## src/rtl/rlwe_decrypt_if.sv

```systemverilog
// Handshake and data bundle for the serial ring-LWE decryptor.
// The master side supplies ciphertext, secret and out_ready.
// The slave side (the decryptor) returns in_ready, m_out and out_valid.
interface rlwe_decrypt_if #(
  parameter int N = 4,
  parameter int Q = 10
);
  logic         in_valid;
  logic         in_ready;
  logic [Q-1:0] c1_0_in;
  logic [Q-1:0] c1_1_in;
  logic [Q-1:0] c1_2_in;
  logic [Q-1:0] c1_3_in;
  logic [Q-1:0] c2_0_in;
  logic [Q-1:0] c2_1_in;
  logic [Q-1:0] c2_2_in;
  logic [Q-1:0] c2_3_in;
  logic [N-1:0] s_in;
  logic [N-1:0] m_out;
  logic         out_valid;
  logic         out_ready;

  modport master (
    output in_valid, c1_0_in, c1_1_in, c1_2_in, c1_3_in,
           c2_0_in, c2_1_in, c2_2_in, c2_3_in, s_in, out_ready,
    input  in_ready, m_out, out_valid
  );

  modport slave (
    input  in_valid, c1_0_in, c1_1_in, c1_2_in, c1_3_in,
           c2_0_in, c2_1_in, c2_2_in, c2_3_in, s_in, out_ready,
    output in_ready, m_out, out_valid
  );
endinterface

```

## src/rtl/rlwe_decrypt.sv

```systemverilog
// Serial ring-LWE decryptor over Z_(2^Q)[x]/(x^N+1).
// Computes d = c2 - c1*s one negacyclic coefficient per clock and decodes
// each coefficient to a message bit (1 iff d_k lies in [2^(Q-2), 3*2^(Q-2))).
// The rotate register holds c1'_(k-j) at position j during cycle k, so the
// product coefficient is just the s-masked sum of the register contents.
module rlwe_decrypt (
  input logic           clk,
  input logic           rst,
  rlwe_decrypt_if.slave bus
);
  localparam int N  = 4;
  localparam int Q  = 10;
  localparam int KW = $clog2(N);

  typedef enum logic [1:0] {IDLE, COMPUTE, HOLD} state_t;

  state_t        state_reg;
  logic [Q-1:0]  rot_reg [N];
  logic [Q-1:0]  c2_reg  [N];
  logic [N-1:0]  s_reg;
  logic [N-1:0]  m_reg;
  logic [KW-1:0] k_reg;
  logic          in_ready_reg;
  logic          out_valid_reg;

  logic [Q-1:0]  c1_in       [N];
  logic [Q-1:0]  c2_in       [N];
  logic [Q-1:0]  rot_init    [N];
  logic [Q-1:0]  rot_next    [N];
  logic [Q-1:0]  term        [N];
  logic [Q-1:0]  v_sum;
  logic [Q-1:0]  d_coef;
  logic          m_bit;

  // Gather the flat coefficient ports into arrays.
  always_comb begin
    c1_in[0] = bus.c1_0_in;
    c1_in[1] = bus.c1_1_in;
    c1_in[2] = bus.c1_2_in;
    c1_in[3] = bus.c1_3_in;
    c2_in[0] = bus.c2_0_in;
    c2_in[1] = bus.c2_1_in;
    c2_in[2] = bus.c2_2_in;
    c2_in[3] = bus.c2_3_in;
  end

  // Capture order: position j gets c1'_(-j), i.e. c1_0 then -c1_(N-j).
  // Rotation step: shift up one slot, negating what wraps into slot 0.
  // Masking: each slot contributes only when its secret bit is set.
  for (genvar gi = 0; gi < N; gi++) begin : g_slot
    if (gi == 0) begin : g_head
      assign rot_init[gi] = c1_in[0];
      assign rot_next[gi] = Q'(0) - rot_reg[N-1];
    end else begin : g_tail
      assign rot_init[gi] = Q'(0) - c1_in[N-gi];
      assign rot_next[gi] = rot_reg[gi-1];
    end
    assign term[gi] = s_reg[gi] ? rot_reg[gi] : '0;
  end

  // Sum of masked terms gives v_k; subtract from c2_k and decode one bit.
  always_comb begin
    v_sum = '0;
    for (int j = 0; j < N; j++) begin
      v_sum = v_sum + term[j];
    end
    d_coef = c2_reg[k_reg] - v_sum;
    m_bit  = d_coef[Q-1] ^ d_coef[Q-2];
  end

  // Control FSM plus datapath registers; all outputs are registered.
  always_ff @(posedge clk) begin
    if (rst) begin
      state_reg     <= IDLE;
      k_reg         <= '0;
      s_reg         <= '0;
      m_reg         <= '0;
      in_ready_reg  <= 1'b1;
      out_valid_reg <= 1'b0;
      for (int j = 0; j < N; j++) begin
        rot_reg[j] <= '0;
        c2_reg[j]  <= '0;
      end
    end else begin
      case (state_reg)
        IDLE: begin
          if (bus.in_valid) begin
            for (int j = 0; j < N; j++) begin
              rot_reg[j] <= rot_init[j];
              c2_reg[j]  <= c2_in[j];
            end
            s_reg        <= bus.s_in;
            m_reg        <= '0;
            k_reg        <= '0;
            in_ready_reg <= 1'b0;
            state_reg    <= COMPUTE;
          end
        end
        COMPUTE: begin
          m_reg[k_reg] <= m_bit;
          for (int j = 0; j < N; j++) begin
            rot_reg[j] <= rot_next[j];
          end
          if (k_reg == KW'(N - 1)) begin
            k_reg         <= '0;
            out_valid_reg <= 1'b1;
            state_reg     <= HOLD;
          end else begin
            k_reg <= k_reg + 1'b1;
          end
        end
        HOLD: begin
          if (bus.out_ready) begin
            out_valid_reg <= 1'b0;
            in_ready_reg  <= 1'b1;
            state_reg     <= IDLE;
          end
        end
        default: begin
          state_reg     <= IDLE;
          in_ready_reg  <= 1'b1;
          out_valid_reg <= 1'b0;
        end
      endcase
    end
  end

  assign bus.in_ready  = in_ready_reg;
  assign bus.out_valid = out_valid_reg;
  assign bus.m_out     = m_reg;
endmodule
```

## src/flat_wrapper.sv

```systemverilog
// flat-port wrapper written by rule: the top's interface ports become plain ports
module rlwe_decrypt_flat 
  (clk, rst, bus_in_valid, bus_c1_0_in, bus_c1_1_in, bus_c1_2_in, bus_c1_3_in, bus_c2_0_in, bus_c2_1_in, bus_c2_2_in, bus_c2_3_in, bus_s_in, bus_out_ready, bus_in_ready, bus_m_out, bus_out_valid);
  rlwe_decrypt_if bus_i ();
  input logic clk;
  input logic rst;
  input wire logic [$bits(bus_i.in_valid)-1:0] bus_in_valid;
  input wire logic [$bits(bus_i.c1_0_in)-1:0] bus_c1_0_in;
  input wire logic [$bits(bus_i.c1_1_in)-1:0] bus_c1_1_in;
  input wire logic [$bits(bus_i.c1_2_in)-1:0] bus_c1_2_in;
  input wire logic [$bits(bus_i.c1_3_in)-1:0] bus_c1_3_in;
  input wire logic [$bits(bus_i.c2_0_in)-1:0] bus_c2_0_in;
  input wire logic [$bits(bus_i.c2_1_in)-1:0] bus_c2_1_in;
  input wire logic [$bits(bus_i.c2_2_in)-1:0] bus_c2_2_in;
  input wire logic [$bits(bus_i.c2_3_in)-1:0] bus_c2_3_in;
  input wire logic [$bits(bus_i.s_in)-1:0] bus_s_in;
  input wire logic [$bits(bus_i.out_ready)-1:0] bus_out_ready;
  output wire logic [$bits(bus_i.in_ready)-1:0] bus_in_ready;
  output wire logic [$bits(bus_i.m_out)-1:0] bus_m_out;
  output wire logic [$bits(bus_i.out_valid)-1:0] bus_out_valid;
  assign bus_i.in_valid = bus_in_valid;
  assign bus_i.c1_0_in = bus_c1_0_in;
  assign bus_i.c1_1_in = bus_c1_1_in;
  assign bus_i.c1_2_in = bus_c1_2_in;
  assign bus_i.c1_3_in = bus_c1_3_in;
  assign bus_i.c2_0_in = bus_c2_0_in;
  assign bus_i.c2_1_in = bus_c2_1_in;
  assign bus_i.c2_2_in = bus_c2_2_in;
  assign bus_i.c2_3_in = bus_c2_3_in;
  assign bus_i.s_in = bus_s_in;
  assign bus_i.out_ready = bus_out_ready;
  assign bus_in_ready = bus_i.in_ready;
  assign bus_m_out = bus_i.m_out;
  assign bus_out_valid = bus_i.out_valid;
  rlwe_decrypt u_core (.clk(clk), .rst(rst), .bus(bus_i));
endmodule
```

## config.mk

```make
export PLATFORM = sky130hd
export DESIGN_NAME = rlwe_decrypt_flat
export DESIGN_NICKNAME = d
export VERILOG_FILES = /design/src/rtl/rlwe_decrypt_if.sv /design/src/rtl/rlwe_decrypt.sv /design/src/flat_wrapper.sv
export SDC_FILE = /design/constraint.sdc
export NUM_CORES = 1
export LEC_CHECK = 0
export CAP_MARGIN = 20
export CORE_ASPECT_RATIO = 0.9
export CORE_UTILIZATION = 49
export DETAILED_ROUTE_END_ITERATION = 10
export PLACE_DENSITY_LB_ADDON = 0.3
export SLEW_MARGIN = 20
export SYNTH_ARGS = -nofsm -noshare
export SYNTH_HDL_FRONTEND = slang
export SYNTH_SLANG_ARGS = --single-unit
```

## constraint.sdc

```tcl
create_clock -name clk -period 3.8 [get_ports clk]
set_input_delay 0.76 -clock clk [delete_from_list [all_inputs] [get_ports clk]]
set_output_delay 0.76 -clock clk [all_outputs]
set_load 0.02 [all_outputs]
```

==> summary.md, run 1 <==
| Metric | Value |
|---|---|
| Core ar. | `11000 um^2` |
| IO Count | `94` |
| Met1 Use GR | `0.300` |
| Met2 GRT Util | `0.383` |
| Final global-route overflow total | `0` |
| Antenna cells | `0` |
| Clock transition at the registers of the reported paths | `70 ps` |
| Clock buffer depth | `2` |
| Via density | `5.41` |
| Crit path time final | `3820 ps` |
| Initial Utilization | `0.513` |
| Drt drc | `0` |
| Worst Skew | `7.70 ps` |
| EDFF count, synth | `80` |
| Critical Path Sink Type | `register` |
| Hold depth | `2` |
| CP Max Fanout | `4` |
| Synth warn | `0` |
| Final WL | `12.7 mm` |
| Post-Syn Nets | `596` |
| Peak VDD IR | `0.000238 V` |
| Die area | `11900 um^2` |
| Synthesized area per cell | `12.1 um^2` |
| Synth async-reset ratio | `0` |
| Worst R2R Start | `u_core.rot_reg[1][5]` |
| Pin count of the biggest net entering global routing | `45` |
| Worst setup margin | `-20.7 ps` |
| Nets | `708` |
| Pleak | `0.00290 uW` |
| Hold Path End | `u_core.bus.in_ready` |
| Vias in the first global route | `4109` |
| Worst Tran Pin Value | `649 ps` |
| Final hold violations | `0` |
| Outcome | `finished with violations` |
| Post-placement cell area | `6850 um^2` |
| GRT Total Usage | `0.228` |
| PD cells | `406 nW/um^2` |
| CP arrival | `4090 ps` |
| Design area | `7360 um^2` |
| GRT Max-Usage Layer | `met2` |
| RSZ-0062 raised after global routing | `true` |
| DR vias | `3975` |
| Die height | `104 um` |
| Sequential fraction of the synthesis area | `0.483` |
| Post-DP HPWL | `9.41 mm` |
| Worst r2r dst | `u_core.bus.m_out[1]` |
| Buffers added on ports | `93` |
| Crit path launch type | `register` |
| Yosys top cell area share | `0.426` |
| H-tree levels | `3` |
| CTS sink count | `96` |
| Routed WL per cell | `17.2 um` |
| Antenna violations before repair | `0` |
| Cell with the most instances after synthesis | `edfxtp_1` |
| # setup viols final | `3` |
| List of most frequent post-synthesis cells | `edfxtp_1, and2_1, inv_1` |
| Mapped Cells | `466` |
| Antenna-violating nets left | `0` |
| Final hold slack | `505 ps` |
| Final period util | `1.01` |
| MaxCap Viol Count | `0` |
| Global-route wire length before repair | `20.3 mm` |
| Placer Congestion | `0.830` |
| CTS tree | `built` |
| Number of fill cells | `823` |
| Synth Flop Type | `edfxtp_1` |
| Failing checks | `negative setup slack` |
| R2r setup slk | `-20 ps` |
| Post-CTS Hold Buffers | `0` |
| Finished Layout Cells | `735` |
| Layout area overhead | `30.6%` |
| Number of max-slew violations in the final report | `0` |
| FF-to-FF path depth | `14` |
| Die Wd | `115 um` |
| GR Util met3 | `0.0474` |
| Root Buffer | `clkbuf_16` |
| Post-placement cell count | `711` |
| Post-synth top area cell | `edfxtp_1` |
| CP required | `4070 ps` |
| Worst hold path type | `register to register` |
| Inserted Clock Buffers | `9` |
| Setup TNS Final | `-51.5 ps` |
| Register bit total from synthesis | `96` |
| Synth top area cells | `edfxtp_1, fa_1, a22o_1` |
| Layout cells sized above 1 | `0.123` |
| Clk Latency, worst-skew pair | `340 ps` |
| DRT iter0 DRCs | `197` |
| Power consumption | `2990 uW` |
| Pre-antenna DRT Iters | `4` |
| Post-synthesis instance area | `5640 um^2` |
| Site Rows | `36` |
| Min-Delay Startpoint | `u_core.bus.in_ready` |
| Worst slew margin | `0.565` |
| Yosys cell types | `40` |
| WS Path Type | `register to register` |
| Fmax | `0.262 GHz` |
per-layer routing:
metal	share of wire	up-vias	routed length, um
met5	0	-	0
met2	0.51	139	6430
met4	0.012	0	157
met1	0.42	1932	5310
met3	0.060	13	760
li1	-	1891	-
cell usage in the layout, fill, tap and decap left out, types with 13 or more instances in the layout:
master,instances
a22o_1,38
and2_1,50
buf_4,26
clkdlybuf4s50_1,93
dfxtp_1,13
edfxtp_1,80
fa_1,23
ha_1,13
inv_1,44
nand2_1,36
xnor2_1,22
critical path, stage by stage, from the launching register on:
cell	delay [ps]
edfxtp_1	380
nand2_2	70
fa_1	540
inv_2	40
fa_1	470
fa_1	510
inv_2	50
ha_4	260
a21o_1	170
buf_6	110
a211oi_2	50
a221o_2	390
buf_6	130
xnor3_2	390
a31oi_1	160
how the worst max path moves through the flow:
stage                                     from                  end  depth (start not counted)  slack (ps)
after floorplan                u_core.s_reg[1]  u_core.bus.m_out[0]                         13           2
after global placement         u_core.s_reg[1]  u_core.bus.m_out[1]                         12         -80
after detailed placement       u_core.s_reg[1]  u_core.bus.m_out[1]                         12        -350
after CTS                      u_core.s_reg[1]  u_core.bus.m_out[1]                         14         -70
after global routing      u_core.rot_reg[2][8]  u_core.bus.m_out[1]                         12        -190
final                     u_core.rot_reg[1][5]  u_core.bus.m_out[1]                         14         -20
logic make-up after synthesis:
| logic type | after synthesis | synth area share |
|---|---|---|
| flip-flops | 96 | 0.483 |
| AND/OR/NAND/NOR | 137 | 0.131 |
| adder cells (fa/ha/maj) | 43 | 0.127 |
| multiplexers | 10 | 0.0453 |
| buffers and inverters | 70 | 0.0482 |
| AO/OA/AOI/OAI | 74 | 0.107 |
| XOR/XNOR | 36 | 0.0584 |
power by group:
part	internal [uW]	switching, uW	leakage, uW	total [uW]
clock	578	389	0.000156	967
combinational	402	321	0.00173	724
sequential	1240	57.1	0.00102	1300
total	2220	768	0.00290	2990
cell type report:
type	instances	area, um^2	area share
tap	152	190	0.0258
inverter	48	180	0.0245
timing repair buffer	123	1180	0.160
sequential	96	2730	0.371
clock buffer	9	225	0.0306
clock inverter	7	95.1	0.0129
multi-input combinational	300	2760	0.375
timing repair:
item                       CTS  global route
pin swaps                   32             3
setup buffers                6             2
gates resized for setup     23             4
setup endpoints to repair    4             4
through the flow:
stage	utilization	worst slack, ps
after detailed placement	0.624	-345
after floorplan	-	1.55
after global placement	0.624	-77.4
after CTS	0.667	-74.0
final	0.670	-20.7
after global routing	0.670	-192
Power figures use the tool's default switching activity.
==> inputs of run 2 (changes only) <==
--- a/config.mk
+++ b/config.mk
@@ -7,7 +7,7 @@
 export LEC_CHECK = 0
 export CAP_MARGIN = 20
 export CORE_ASPECT_RATIO = 0.9
-export CORE_UTILIZATION = 49
+export CORE_UTILIZATION = 35
 export DETAILED_ROUTE_END_ITERATION = 10
 export PLACE_DENSITY_LB_ADDON = 0.3
 export SLEW_MARGIN = 20
==> run 2 against run 1 <==
  * Clock skew grew 1.4 ps
  * Largest cell class unchanged
  * Critical path depth is 2 higher
  * Cell area rose by 0.87%
  * First-iteration DRC count grew 15%
  * Combinational power down 2%
  * The flow still finishes with violations (negative setup slack)
  * Largest power group unchanged
  * Setup slack better by 9.8 ps
  * Critical endpoint is now u_core.bus.m_out[0]
==> summary.md, run 2 (synthesis results as in run 1) <==
| Metric | Value |
|---|---|
| Post-placement cell area | `6880 um^2 (+0.40%)` |
| R2r setup slk | `-10 ps (about the same)` |
| Clock transition at the registers of the reported paths | `60 ps (about the same)` |
| # setup viols final | `1 (-2)` |
| Commonest non-fill, non-tap cells in the layout | `clkdlybuf4s50_1, edfxtp_1, and2_1` |
| Drt drc | `0 (unchanged)` |
| PD cells | `381 nW/um^2 (-6.2%)` |
| Global-route wire length before repair | `21.1 mm (+3.9%)` |
| Met3 WL post-DR | `743 um (-2.2%)` |
| Via density | `4.99 (-7.7%)` |
| Final period util | `1.00 (-0.00257)` |
| Placer Congestion | `0.775 (-6.7%)` |
| Antenna cells | `0 (unchanged)` |
| Vias in the first global route | `4155 (+1.1%)` |
| Initial Utilization | `0.363 (-0.150)` |
| Multi-input gate area | `2810 um^2 (+2.0%)` |
| CP arrival | `4080 ps (about the same)` |
| Reg area | `2730 um^2 (unchanged)` |
| Failing checks | `negative setup slack` |
| WL met2 | `6.37 mm (-0.99%)` |
| Final WL | `13.0 mm (+2.9%)` |
| Min-Delay Startpoint | `u_core.bus.in_ready` |
| Most common cell after layout, fill and taps aside | `clkdlybuf4s50_1` |
| Post-placement cell count | `758 (+6.6%)` |
| CP Max Fanout | `6 (+2)` |
| Final global-route overflow total | `0 (unchanged)` |
| Number of max-slew violations in the final report | `0 (unchanged)` |
| Worst hold path type | `register to register` |
| Peak VDD IR | `0.000214 V (-10%)` |
| Die height | `122 um (+18%)` |
| Site Rows | `43 (+19%)` |
| Inserted Clock Buffers | `9 (unchanged)` |
| Hold depth | `2 (unchanged)` |
| Pin count of the biggest net entering global routing | `85 (+89%)` |
| CTS sink count | `96 (unchanged)` |
| Routed WL per cell | `16.6 um (-3.5%)` |
| Final hold violations | `0 (unchanged)` |
| Root Buffer | `clkbuf_16` |
| Number of fill cells | `1342 (+63%)` |
| Worst slew margin | `0.488 (-0.0777)` |
| Pre-antenna DRT Iters | `4 (unchanged)` |
| Antenna violations before repair | `0 (unchanged)` |
| Hold Path End | `u_core.bus.in_ready` |
| FF-to-FF path depth | `16 (+2)` |
| CP required | `4070 ps (about the same)` |
| Design area | `7430 um^2 (+0.87%)` |
| DRT iter0 DRCs | `226 (+15%)` |
| GRT Total Usage | `0.170 (-0.0575)` |
| MaxCap Viol Count | `0 (unchanged)` |
| Clk Latency, worst-skew pair | `350 ps (about the same)` |
| Worst Tran Pin Value | `768 ps (+119 ps)` |
| Worst R2R Start | `u_core.s_reg[1]` |
| Worst r2r dst | `u_core.bus.m_out[0]` |
| Antenna-violating nets left | `0 (unchanged)` |
| Post-CTS Hold Buffers | `0 (unchanged)` |
| Fin util | `0.478 (-0.192)` |
| Die area | `16600 um^2 (+39%)` |
| Uppermost layer routed | `met4` |
| Metal-1 WL | `5.69 mm (+7.3%)` |
| H-tree levels | `3 (unchanged)` |
| Final hold slack | `521 ps (+16.2 ps)` |
| Nets | `707 (-0.14%)` |
| Post-DP HPWL | `9.56 mm (+1.6%)` |
| IO Count | `94 (unchanged)` |
| WS Path Type | `register to register` |
| Die Wd | `136 um (+18%)` |
| Pleak | `0.00289 uW (-0.36%)` |
| Crit path launch type | `register` |
| Worst Skew | `9.11 ps (+1.41 ps)` |
| Fmax | `0.262 GHz (+0.26%)` |
| Core ar. | `15500 um^2 (+41%)` |
| Layout cells sized above 1 | `0.136 (+0.0122)` |
| DR vias | `3913 (-1.6%)` |
| Crit path time final | `3810 ps (-9.77 ps)` |
| Critical Path Sink Type | `register` |
| Clock buffer depth | `2 (unchanged)` |
| Outcome | `finished with violations` |
| Layout area overhead | `31.7%` |
| Worst setup margin | `-11.0 ps (+9.77 ps)` |
| Buffers added on ports | `93 (unchanged)` |
| RSZ-0062 raised after global routing | `true` |
| CTS tree | `built` |
| Finished Layout Cells | `784 (+6.7%)` |
-- run 2: stage by stage --
step	setup WS [ps]	TNS (ps)	total power (uW)
2_1_floorplan	1.55	0	1670
3_3_place_gp	-127	-504	1900
3_5_place_dp	-246	-966	1920
4_1_cts	-10.4	-10.4	2800
5_1_grt	-117	-429	2970
6_report	-11.0	-11.0	2830
-- run 2: worst max path at each step --
stage	start	to	slack, ps
2_1_floorplan	u_core.s_reg[1]	u_core.bus.m_out[0]	2
3_3_place_gp	u_core.s_reg[1]	u_core.bus.m_out[2]	-130
3_5_place_dp	u_core.s_reg[1]	u_core.bus.m_out[1]	-250
4_1_cts	u_core.rot_reg[3][3]	u_core.bus.m_out[0]	-10
5_1_grt	u_core.s_reg[2]	u_core.bus.m_out[0]	-120
6_report	u_core.s_reg[1]	u_core.bus.m_out[0]	-10
-- run 2: final cells by class --
cell class / instances / share of cell area
inverters: 48 / 0.0243
clock buffers: 14 / 0.0342
flip-flops and latches: 96 / 0.368
well taps: 202 / 0.0340
repair buffers: 122 / 0.159
clock inverters: 2 / 0.00118
multi-input cells: 300 / 0.379
-- run 2: repair_timing --
item,4_1_cts,5_1_grt
buffers inserted,8,2
pin swaps,41,16
resized for setup,25,20
setup endpoints to repair,4,4
-- run 2: power breakdown --
| group | leakage (uW) | switching, uW | total [uW] | internal, uW |
|---|---|---|---|---|
| clock network | 0.000128 | 364 | 824 | 459 |
| registers | 0.00102 | 56.4 | 1300 | 1240 |
| logic | 0.00174 | 313 | 707 | 394 |
-- run 2: layer usage --
| metal | vias to the layer above | GRT usage |
|---|---|---|
| li1 | 1883 | - |
| met1 | 1921 | 0.222 |
| met2 | 92 | 0.281 |
| met3 | 17 | 0.0355 |
| met4 | 0 | 0.0597 |
| met5 | - | 0 |
-- run 2: worst max-delay path, cell delays in order (launching register included) --
cell and delay [ps]:
dfxtp_4 350, buf_12 130, buf_4 130, and2_4 140
ha_4 250, inv_2 30, fa_1 520, inv_1 50
fa_1 490, inv_2 50, ha_4 260, and3_4 180
a221oi_2 60, a221o_2 390, buf_6 120, xnor3_1 380
a31oi_1 200
==> inputs of run 3 (changes only) <==
--- a/config.mk
+++ b/config.mk
@@ -5,10 +5,12 @@
 export SDC_FILE = /design/constraint.sdc
 export NUM_CORES = 1
 export LEC_CHECK = 0
+export ABC_CLOCK_PERIOD_IN_PS = 3800
 export CAP_MARGIN = 20
 export CORE_ASPECT_RATIO = 0.9
 export CORE_UTILIZATION = 35
 export DETAILED_ROUTE_END_ITERATION = 10
+export GPL_ROUTABILITY_DRIVEN = 1
 export PLACE_DENSITY_LB_ADDON = 0.3
 export SLEW_MARGIN = 20
 export SYNTH_ARGS = -nofsm -noshare
==> results of run 3 <==
The final DEF is identical to that of run 2; final timing and power are the same.
